===== src/rtl/udp_vlg_rx_if.sv =====
// udp_vlg_rx_if
// Stream bundle around the UDP receive parser.
//   in_*  : IPv4 payload byte stream plus the IPv4 metadata that stays stable
//           for the whole datagram (protocol, source address, payload length)
//   out_* : UDP payload byte stream plus per-datagram UDP metadata
// Modports:
//   master : drives in_*, observes out_* (IPv4 side / stimulus)
//   slave  : observes in_*, drives out_* (the parser itself)
interface udp_vlg_rx_if;
  logic [7:0]  in_dat;
  logic        in_val;
  logic        in_sof;
  logic        in_eof;
  logic        in_err;
  logic [7:0]  in_proto;
  logic [31:0] in_src_ip;
  logic [15:0] in_pld_len;

  logic [7:0]  out_dat;
  logic        out_val;
  logic        out_sof;
  logic        out_eof;
  logic        out_err;
  logic [31:0] out_src_ip;
  logic [15:0] out_src_port;
  logic [15:0] out_dst_port;
  logic [15:0] out_len;
  logic [15:0] out_cks;

  modport master (
    output in_dat, in_val, in_sof, in_eof, in_err, in_proto, in_src_ip, in_pld_len,
    input  out_dat, out_val, out_sof, out_eof, out_err,
           out_src_ip, out_src_port, out_dst_port, out_len, out_cks
  );

  modport slave (
    input  in_dat, in_val, in_sof, in_eof, in_err, in_proto, in_src_ip, in_pld_len,
    output out_dat, out_val, out_sof, out_eof, out_err,
           out_src_ip, out_src_port, out_dst_port, out_len, out_cks
  );
endinterface


===== src/rtl/udp_vlg_rx.sv =====
// udp_vlg_rx
// Receive-side UDP parser sitting behind the IPv4 receive stage. Strips and
// validates the 8-byte UDP header, optionally filters on destination port,
// forwards the UDP payload with one cycle of latency and trims Ethernet
// padding using the UDP length field.
// Ports:
//   clk, rst  : clock, asynchronous active-high reset
//   rx        : slave side of udp_vlg_rx_if (in_* stream in, out_* stream out)
//   dev_port  : local UDP port used by the destination filter
//   drop_cnt  : saturating count of dropped UDP datagrams
module udp_vlg_rx #(
  parameter bit PORT_FILTER_EN = 1'b1,
  parameter bit CHECK_LEN      = 1'b1
) (
  input  logic          clk,
  input  logic          rst,
  udp_vlg_rx_if.slave   rx,
  input  logic [15:0]   dev_port,
  output logic [15:0]   drop_cnt
);

  typedef enum logic [1:0] {IDLE, HDR, PLD, SKIP} state_t;

  state_t      state, state_nxt;
  logic [2:0]  hdr_cnt;
  logic [55:0] hdr_sr;
  logic [15:0] pld_len_q;
  logic [31:0] src_ip_q;
  logic [15:0] pld_cnt;

  logic        sof_v, eof_v, is_udp, hdr_last, hdr_fail, pld_done;
  logic [15:0] h_src, h_dst, h_len, h_cks;
  logic        emit_val, emit_sof, emit_eof, emit_err, drop_inc, meta_load;

  assign sof_v  = rx.in_val & rx.in_sof;
  assign eof_v  = rx.in_val & rx.in_eof;
  assign is_udp = (rx.in_proto == 8'd17);

  // Header bytes 0..6 sit in the shift register (byte 0 oldest); byte 7
  // is still on in_dat when the header is judged.
  assign h_src    = hdr_sr[55:40];
  assign h_dst    = hdr_sr[39:24];
  assign h_len    = hdr_sr[23:8];
  assign h_cks    = {hdr_sr[7:0], rx.in_dat};
  assign hdr_last = (hdr_cnt == 3'd7);
  assign hdr_fail = (h_len < 16'd8) ||
                    (CHECK_LEN && (h_len > pld_len_q)) ||
                    (PORT_FILTER_EN && (h_dst != dev_port));
  assign pld_done = ((pld_cnt + 16'd1) == rx.out_len);

  always_ff @(posedge clk or posedge rst) begin
    if (rst) state <= IDLE;
    else     state <= state_nxt;
  end

  // A fresh in_sof always restarts parsing, whatever state we are in.
  always_comb begin
    state_nxt = state;
    if (sof_v) begin
      state_nxt = (is_udp && !rx.in_eof && !rx.in_err) ? HDR : IDLE;
    end else begin
      case (state)
        HDR: begin
          if (rx.in_err) begin
            state_nxt = IDLE;
          end else if (rx.in_val) begin
            if (hdr_last) begin
              if (rx.in_eof)                          state_nxt = IDLE;
              else if (hdr_fail || (h_len == 16'd8))  state_nxt = SKIP;
              else                                    state_nxt = PLD;
            end else if (rx.in_eof) begin
              state_nxt = IDLE;
            end
          end
        end
        PLD: begin
          if (rx.in_err || eof_v)         state_nxt = IDLE;
          else if (rx.in_val && pld_done) state_nxt = SKIP;
        end
        SKIP: begin
          if (rx.in_err || eof_v) state_nxt = IDLE;
        end
        default: state_nxt = state;
      endcase
    end
  end

  // Decides what the registered outputs show on the next cycle and
  // whether this cycle costs a dropped datagram.
  always_comb begin
    emit_val  = 1'b0;
    emit_sof  = 1'b0;
    emit_eof  = 1'b0;
    emit_err  = 1'b0;
    drop_inc  = 1'b0;
    meta_load = 1'b0;
    if (sof_v) begin
      if (state == PLD) begin
        emit_eof = 1'b1;
        emit_err = 1'b1;
        drop_inc = 1'b1;
      end
      if (is_udp && (rx.in_eof || rx.in_err)) drop_inc = 1'b1;
    end else begin
      case (state)
        HDR: begin
          if (rx.in_err) begin
            drop_inc = 1'b1;
          end else if (rx.in_val) begin
            if (hdr_last) begin
              if (hdr_fail) drop_inc  = 1'b1;
              else          meta_load = 1'b1;
            end else if (rx.in_eof) begin
              drop_inc = 1'b1;
            end
          end
        end
        PLD: begin
          emit_val = rx.in_val;
          emit_sof = rx.in_val && (pld_cnt == 16'd0);
          if (rx.in_err) begin
            emit_eof = 1'b1;
            emit_err = 1'b1;
            drop_inc = 1'b1;
          end else if (rx.in_val) begin
            if (pld_done) begin
              emit_eof = 1'b1;
            end else if (rx.in_eof) begin
              emit_eof = 1'b1;
              emit_err = 1'b1;
              drop_inc = 1'b1;
            end
          end
        end
        default: ;
      endcase
    end
  end

  always_ff @(posedge clk or posedge rst) begin
    if (rst) begin
      rx.out_dat      <= 8'h00;
      rx.out_val      <= 1'b0;
      rx.out_sof      <= 1'b0;
      rx.out_eof      <= 1'b0;
      rx.out_err      <= 1'b0;
      rx.out_src_ip   <= 32'h0;
      rx.out_src_port <= 16'h0;
      rx.out_dst_port <= 16'h0;
      rx.out_len      <= 16'h0;
      rx.out_cks      <= 16'h0;
      drop_cnt        <= 16'h0;
      hdr_cnt         <= 3'd0;
      hdr_sr          <= 56'h0;
      pld_len_q       <= 16'h0;
      src_ip_q        <= 32'h0;
      pld_cnt         <= 16'h0;
    end else begin
      rx.out_val <= emit_val;
      rx.out_sof <= emit_sof;
      rx.out_eof <= emit_eof;
      rx.out_err <= emit_err;
      if (emit_val) rx.out_dat <= rx.in_dat;
      if (drop_inc && (drop_cnt != 16'hFFFF)) drop_cnt <= drop_cnt + 16'd1;

      if (sof_v) begin
        hdr_cnt   <= 3'd1;
        hdr_sr    <= {48'h0, rx.in_dat};
        pld_len_q <= rx.in_pld_len;
        src_ip_q  <= rx.in_src_ip;
      end else if ((state == HDR) && rx.in_val) begin
        hdr_cnt <= hdr_cnt + 3'd1;
        hdr_sr  <= {hdr_sr[47:0], rx.in_dat};
      end

      // Metadata only changes when a header passes, so it stays put across
      // dropped datagrams and idle time.
      if (meta_load) begin
        rx.out_src_ip   <= src_ip_q;
        rx.out_src_port <= h_src;
        rx.out_dst_port <= h_dst;
        rx.out_len      <= h_len - 16'd8;
        rx.out_cks      <= h_cks;
        pld_cnt         <= 16'h0;
      end else if ((state == PLD) && rx.in_val && !sof_v) begin
        pld_cnt <= pld_cnt + 16'd1;
      end
    end
  end

endmodule


===== src/flat_wrapper.sv =====
// flat-port wrapper written by rule: the top's interface ports become plain ports
module udp_vlg_rx_flat 
#(
  parameter bit PORT_FILTER_EN = 1'b1,
  parameter bit CHECK_LEN      = 1'b1
)
  (clk, rst, dev_port, drop_cnt, rx_in_dat, rx_in_val, rx_in_sof, rx_in_eof, rx_in_err, rx_in_proto, rx_in_src_ip, rx_in_pld_len, rx_out_dat, rx_out_val, rx_out_sof, rx_out_eof, rx_out_err, rx_out_src_ip, rx_out_src_port, rx_out_dst_port, rx_out_len, rx_out_cks);
  udp_vlg_rx_if rx_i ();
  input  logic clk;
  input  logic rst;
  input  logic [15:0] dev_port;
  output logic [15:0] drop_cnt;
  input wire logic [$bits(rx_i.in_dat)-1:0] rx_in_dat;
  input wire logic [$bits(rx_i.in_val)-1:0] rx_in_val;
  input wire logic [$bits(rx_i.in_sof)-1:0] rx_in_sof;
  input wire logic [$bits(rx_i.in_eof)-1:0] rx_in_eof;
  input wire logic [$bits(rx_i.in_err)-1:0] rx_in_err;
  input wire logic [$bits(rx_i.in_proto)-1:0] rx_in_proto;
  input wire logic [$bits(rx_i.in_src_ip)-1:0] rx_in_src_ip;
  input wire logic [$bits(rx_i.in_pld_len)-1:0] rx_in_pld_len;
  output wire logic [$bits(rx_i.out_dat)-1:0] rx_out_dat;
  output wire logic [$bits(rx_i.out_val)-1:0] rx_out_val;
  output wire logic [$bits(rx_i.out_sof)-1:0] rx_out_sof;
  output wire logic [$bits(rx_i.out_eof)-1:0] rx_out_eof;
  output wire logic [$bits(rx_i.out_err)-1:0] rx_out_err;
  output wire logic [$bits(rx_i.out_src_ip)-1:0] rx_out_src_ip;
  output wire logic [$bits(rx_i.out_src_port)-1:0] rx_out_src_port;
  output wire logic [$bits(rx_i.out_dst_port)-1:0] rx_out_dst_port;
  output wire logic [$bits(rx_i.out_len)-1:0] rx_out_len;
  output wire logic [$bits(rx_i.out_cks)-1:0] rx_out_cks;
  assign rx_i.in_dat = rx_in_dat;
  assign rx_i.in_val = rx_in_val;
  assign rx_i.in_sof = rx_in_sof;
  assign rx_i.in_eof = rx_in_eof;
  assign rx_i.in_err = rx_in_err;
  assign rx_i.in_proto = rx_in_proto;
  assign rx_i.in_src_ip = rx_in_src_ip;
  assign rx_i.in_pld_len = rx_in_pld_len;
  assign rx_out_dat = rx_i.out_dat;
  assign rx_out_val = rx_i.out_val;
  assign rx_out_sof = rx_i.out_sof;
  assign rx_out_eof = rx_i.out_eof;
  assign rx_out_err = rx_i.out_err;
  assign rx_out_src_ip = rx_i.out_src_ip;
  assign rx_out_src_port = rx_i.out_src_port;
  assign rx_out_dst_port = rx_i.out_dst_port;
  assign rx_out_len = rx_i.out_len;
  assign rx_out_cks = rx_i.out_cks;
  udp_vlg_rx #(.PORT_FILTER_EN(PORT_FILTER_EN), .CHECK_LEN(CHECK_LEN)) u_core (.clk(clk), .rst(rst), .rx(rx_i), .dev_port(dev_port), .drop_cnt(drop_cnt));
endmodule

===== config.mk =====
export PLATFORM = sky130hd
export DESIGN_NAME = udp_vlg_rx_flat
export DESIGN_NICKNAME = d
export VERILOG_FILES = /design/src/rtl/udp_vlg_rx_if.sv /design/src/rtl/udp_vlg_rx.sv /design/src/flat_wrapper.sv
export SDC_FILE = /design/constraint.sdc
export NUM_CORES = 1
export LEC_CHECK = 0
export ABC_AREA = 1
export CAP_MARGIN = 20
export CORE_ASPECT_RATIO = 2
export CORE_UTILIZATION = 53
export CTS_CLUSTER_DIAMETER = 200
export CTS_CLUSTER_SIZE = 16
export DETAILED_ROUTE_END_ITERATION = 16
export HOLD_SLACK_MARGIN = 0.05
export PLACE_DENSITY = 0.81
export SETUP_SLACK_MARGIN = 0.4
export SLEW_MARGIN = 20
export SYNTH_ARGS = -nofsm -noshare
export SYNTH_HDL_FRONTEND = slang
export SYNTH_SLANG_ARGS = --single-unit

===== constraint.sdc =====
create_clock -name clk -period 9.8 [get_ports clk]
set_input_delay 0.98 -clock clk [delete_from_list [all_inputs] [get_ports clk]]
set_output_delay 0.98 -clock clk [all_outputs]
set_load 0.01 [all_outputs]

==> results.yml <==
grt:
  grt_util_met1_pct: 28.64
  grt_first_pass_wirelength_um: 46550
  met2_usage_pct: 48.05
  antenna_found_initial: 0
  grt_max_degree: 140
  gr-max-usage-layer: "met2"
  grt_pass1_vias: 9460
  use_met3_pct: 3.278
  grt_use_total_pct: 26.54
  grt.overflow.total: 0
sta:
  setup_viol: 0
  fin_setup_tns_ps: 0
  finalHoldViolations: 0
  clock_skew_ps: 29.92
  rsz0062_at_grt: "false"
  maxSlewViolCount: 0
  fin_crit_sh_pct: 35.57
  worst_slew_pin_slew_ps: 1057
  max_freq_mhz: 286.9
  holdWs_ps: 484.8
  timing.slew.headroom_pct: 29.25
  period_needed_ps: 3486
pwr:
  pwr_density_cell_nw_per_um2: 214.2
  power.share.combinational_pct: 30.7
  power.net_switching_uw: 1120
  p_int_uw: 1936
  p_seq_share_pct: 46.8
  clockPowerShare_pct: 22.5
  sw_frac_of_total_pct: 36.66
  power.leakage_uw: 0.006660
  max-vdd-ir-drop_mv: 0.1551
route:
  first_pass_iters: 7
  wirelength_um: 28890
  drt-initial-drc-count: 570
  vias: 9514
  routedWlPerCell_um: 16.15
  vias_per_cell: 5.318
  drc: 0
  ant_nets: 0
clock_tree:
  cts_buffers: 19
  cts_setup_buffers: 0
  h-tree-depth: 1
  clkSinkCount: 249
  clk_latency_ps: 520
  cts_root_buf: "clkbuf_16"
  path_clk_slew_ps: 70
  ctsResizeCount: 0
  ctsHoldBuffers: 0
  clock_path_buffers: 3
  cts_tree: "built"
final_layout:
  final_cell_mix: "nand2_1 (309), dfrtp_1 (249), clkdlybuf4s50_1 (209), o21ai_0 (203), inv_1 (185)"
  fin_nets: 1631
  diodes: 0
  drive_above_1_share_pct: 3.026
  final_common_cell: "nand2_1"
  syn_to_final_growth_pct: 24.22
setup_path:
  slowest_delay_ps: 580
  cpMaxStageDelayCell: "buf_6"
  required_ps: 10140
  arrival_ps: 3830
  crit_path_max_fanout: 139
  path_class: "in2reg"
  cp-end-kind: "flop"
  crit_top_cell: "nand2_1"
  cp-start-kind: "input port"
  path_delay_family: "simple AND/OR/NAND/NOR gates"
  crit_chain: "clkdlybuf4s50_1, xor2_1, nor4_1, nand2_1, nor2_1, and2_1, nand3_4, buf_6, nand2_1, o21ai_0"
  path_buf_inv: 2
floorplan:
  num_rows: 75
  dieArea_um2: 22300
  die_y_um: 210.2
  dieWidth_um: 106.1
  io_pins: 210
  initial_core_util_pct: 54.41
  fp.coreArea_um2: 21110
placed_design:
  gp_congestion: 0.8838
  io_buffers: 209
  dp_hpwl_um: 20850
synth:
  synth_edf_count: 0
  synth_top_area_share_pct: 54.24
  synthTopCellsByArea: "dfrtp_1 (54%), nand2_1 (10%), o21ai_0 (8.8%)"
  synth_area_per_cell_um2: 8.573
  synthArstFlopShare_pct: 100.0
  synth_fp_nets: 1451
  ys_seq_area_share_pct: 54.24
  synth.ff_latch_count: 249
  synth_cells: 1340
  synthFlopType: "dfrtp_1"
  synth_top_cell_by_area: "dfrtp_1"
  synthDistinctLibCells: 39
  ys_warn_count: 0
  syn_area_um2: 11490
outcome:
  status: "completed"
hold_path:
  min_path_type: "reg2reg"
job:
  cap_violations: 0
-- synth_stat cells, drive strengths merged (7+ instances only) --
| master | instances |
|---|---|
| nor3 | 10 |
| nand3 | 106 |
| o21ai | 206 |
| dfrtp | 249 |
| nor2 | 58 |
| xor2 | 33 |
| mux2i | 7 |
| a21oi | 19 |
| o211ai | 15 |
| nand4 | 18 |
| nor4 | 10 |
| buf | 18 |
| nand2 | 315 |
| inv | 186 |
| xnor2 | 7 |
| clkbuf | 38 |
| ha | 25 |
-- sequential cells by signal (all words and copies together) (netlist names), 2 cells and up --
name,flops
u_core.state,2
u_core.pld_cnt,16
u_core.hdr_cnt,3
u_core.hdr_sr,56
u_core.pld_len_q,16
u_core.rx.out_len,16
u_core.src_ip_q,32
u_core.rx.out_cks,16
u_core.drop_cnt,16
u_core.rx.out_dst_port,16
u_core.rx.out_src_ip,32
u_core.rx.out_dat,8
u_core.rx.out_src_port,16
-- path summary, 6_finish.rpt --
path                                    startpoint                    endpoint  slack, ps  cells past startpoint
setup / recovery                      dev_port[15]       u_core.rx.out_cks[14]       6310                     10
hold / removal             u_core.rx.out_src_ip[4]     u_core.rx.out_src_ip[4]        480                      2
setup reg to reg                 u_core.hdr_sr[17]        u_core.rx.out_cks[1]       6510                     11
hold reg to reg            u_core.rx.out_src_ip[4]     u_core.rx.out_src_ip[4]        480                      2
max in group asynchronous                      rst   u_core.rx.out_dst_port[6]       7450                      3
min in group asynchronous                      rst  u_core.rx.out_dst_port[14]        990                      2
-- worst min-delay path, delay by kind of cell, from the launching register on --
family	cells	cell delay (ps)
compound gates	1	60
flops	1	340
simple gates	1	50
-- layout make-up --
class,instances,area (um^2)
Clock inverter,2,17.52
Tap cell,269,336.6
Inverter,188,713.2
Multi-Input combinational cell,847,4343
Clock buffer,19,475.5
Fill cell,1705,6844
Timing Repair Buffer,215,2153
Sequential cell,249,6231
-- power by group through the flow --
stage	sequential (uW)	clock (uW)	combinational (uW)
2_1_floorplan	1380	0	651
3_3_place_gp	1440	0	895
3_5_place_dp	1440	0	930
4_1_cts	1430	705	939
5_1_grt	1450	743	1070
6_report	1430	689	937
-- logic make-up after synthesis --
family                   share of synthesized area [%]
XOR/XNOR                                         3.050
AND/OR/NAND/NOR                                  19.81
adder cells (fa/ha/maj)                          2.723
buffers and inverters                            8.191
multiplexers                                    0.7080
AO/OA/AOI/OAI                                    11.27
flip-flops                                       54.24
-- per-stage QoR --
stage | utilization (%) | setup WS (ps) | power (uW) | cells | area, um^2
final | 67.59 | 6314 | 3056 | 1789 | 14270
after detailed placement | 65.14 | 5624 | 2374 | 1767 | 13750
after global routing | 67.59 | 6113 | 3263 | 1789 | 14270
after floorplan | - | 1977 | 2035 | 1340 | 11490
after global placement | 65.14 | 5655 | 2335 | 1767 | 13750
after CTS | 67.47 | 6142 | 3070 | 1788 | 14250
-- layer usage --
layer  vias to the layer above  part of all wire, %  wire length (um)
met5                         -                    0                 0
met4                         0                  6.4              1843
met3                       100                  3.3               952
met2                       263                   53             15430
met1                      4501                   37             10660
li1                       4650                    -                 -
No activity file was read; power rests on OpenSTA's default activity.
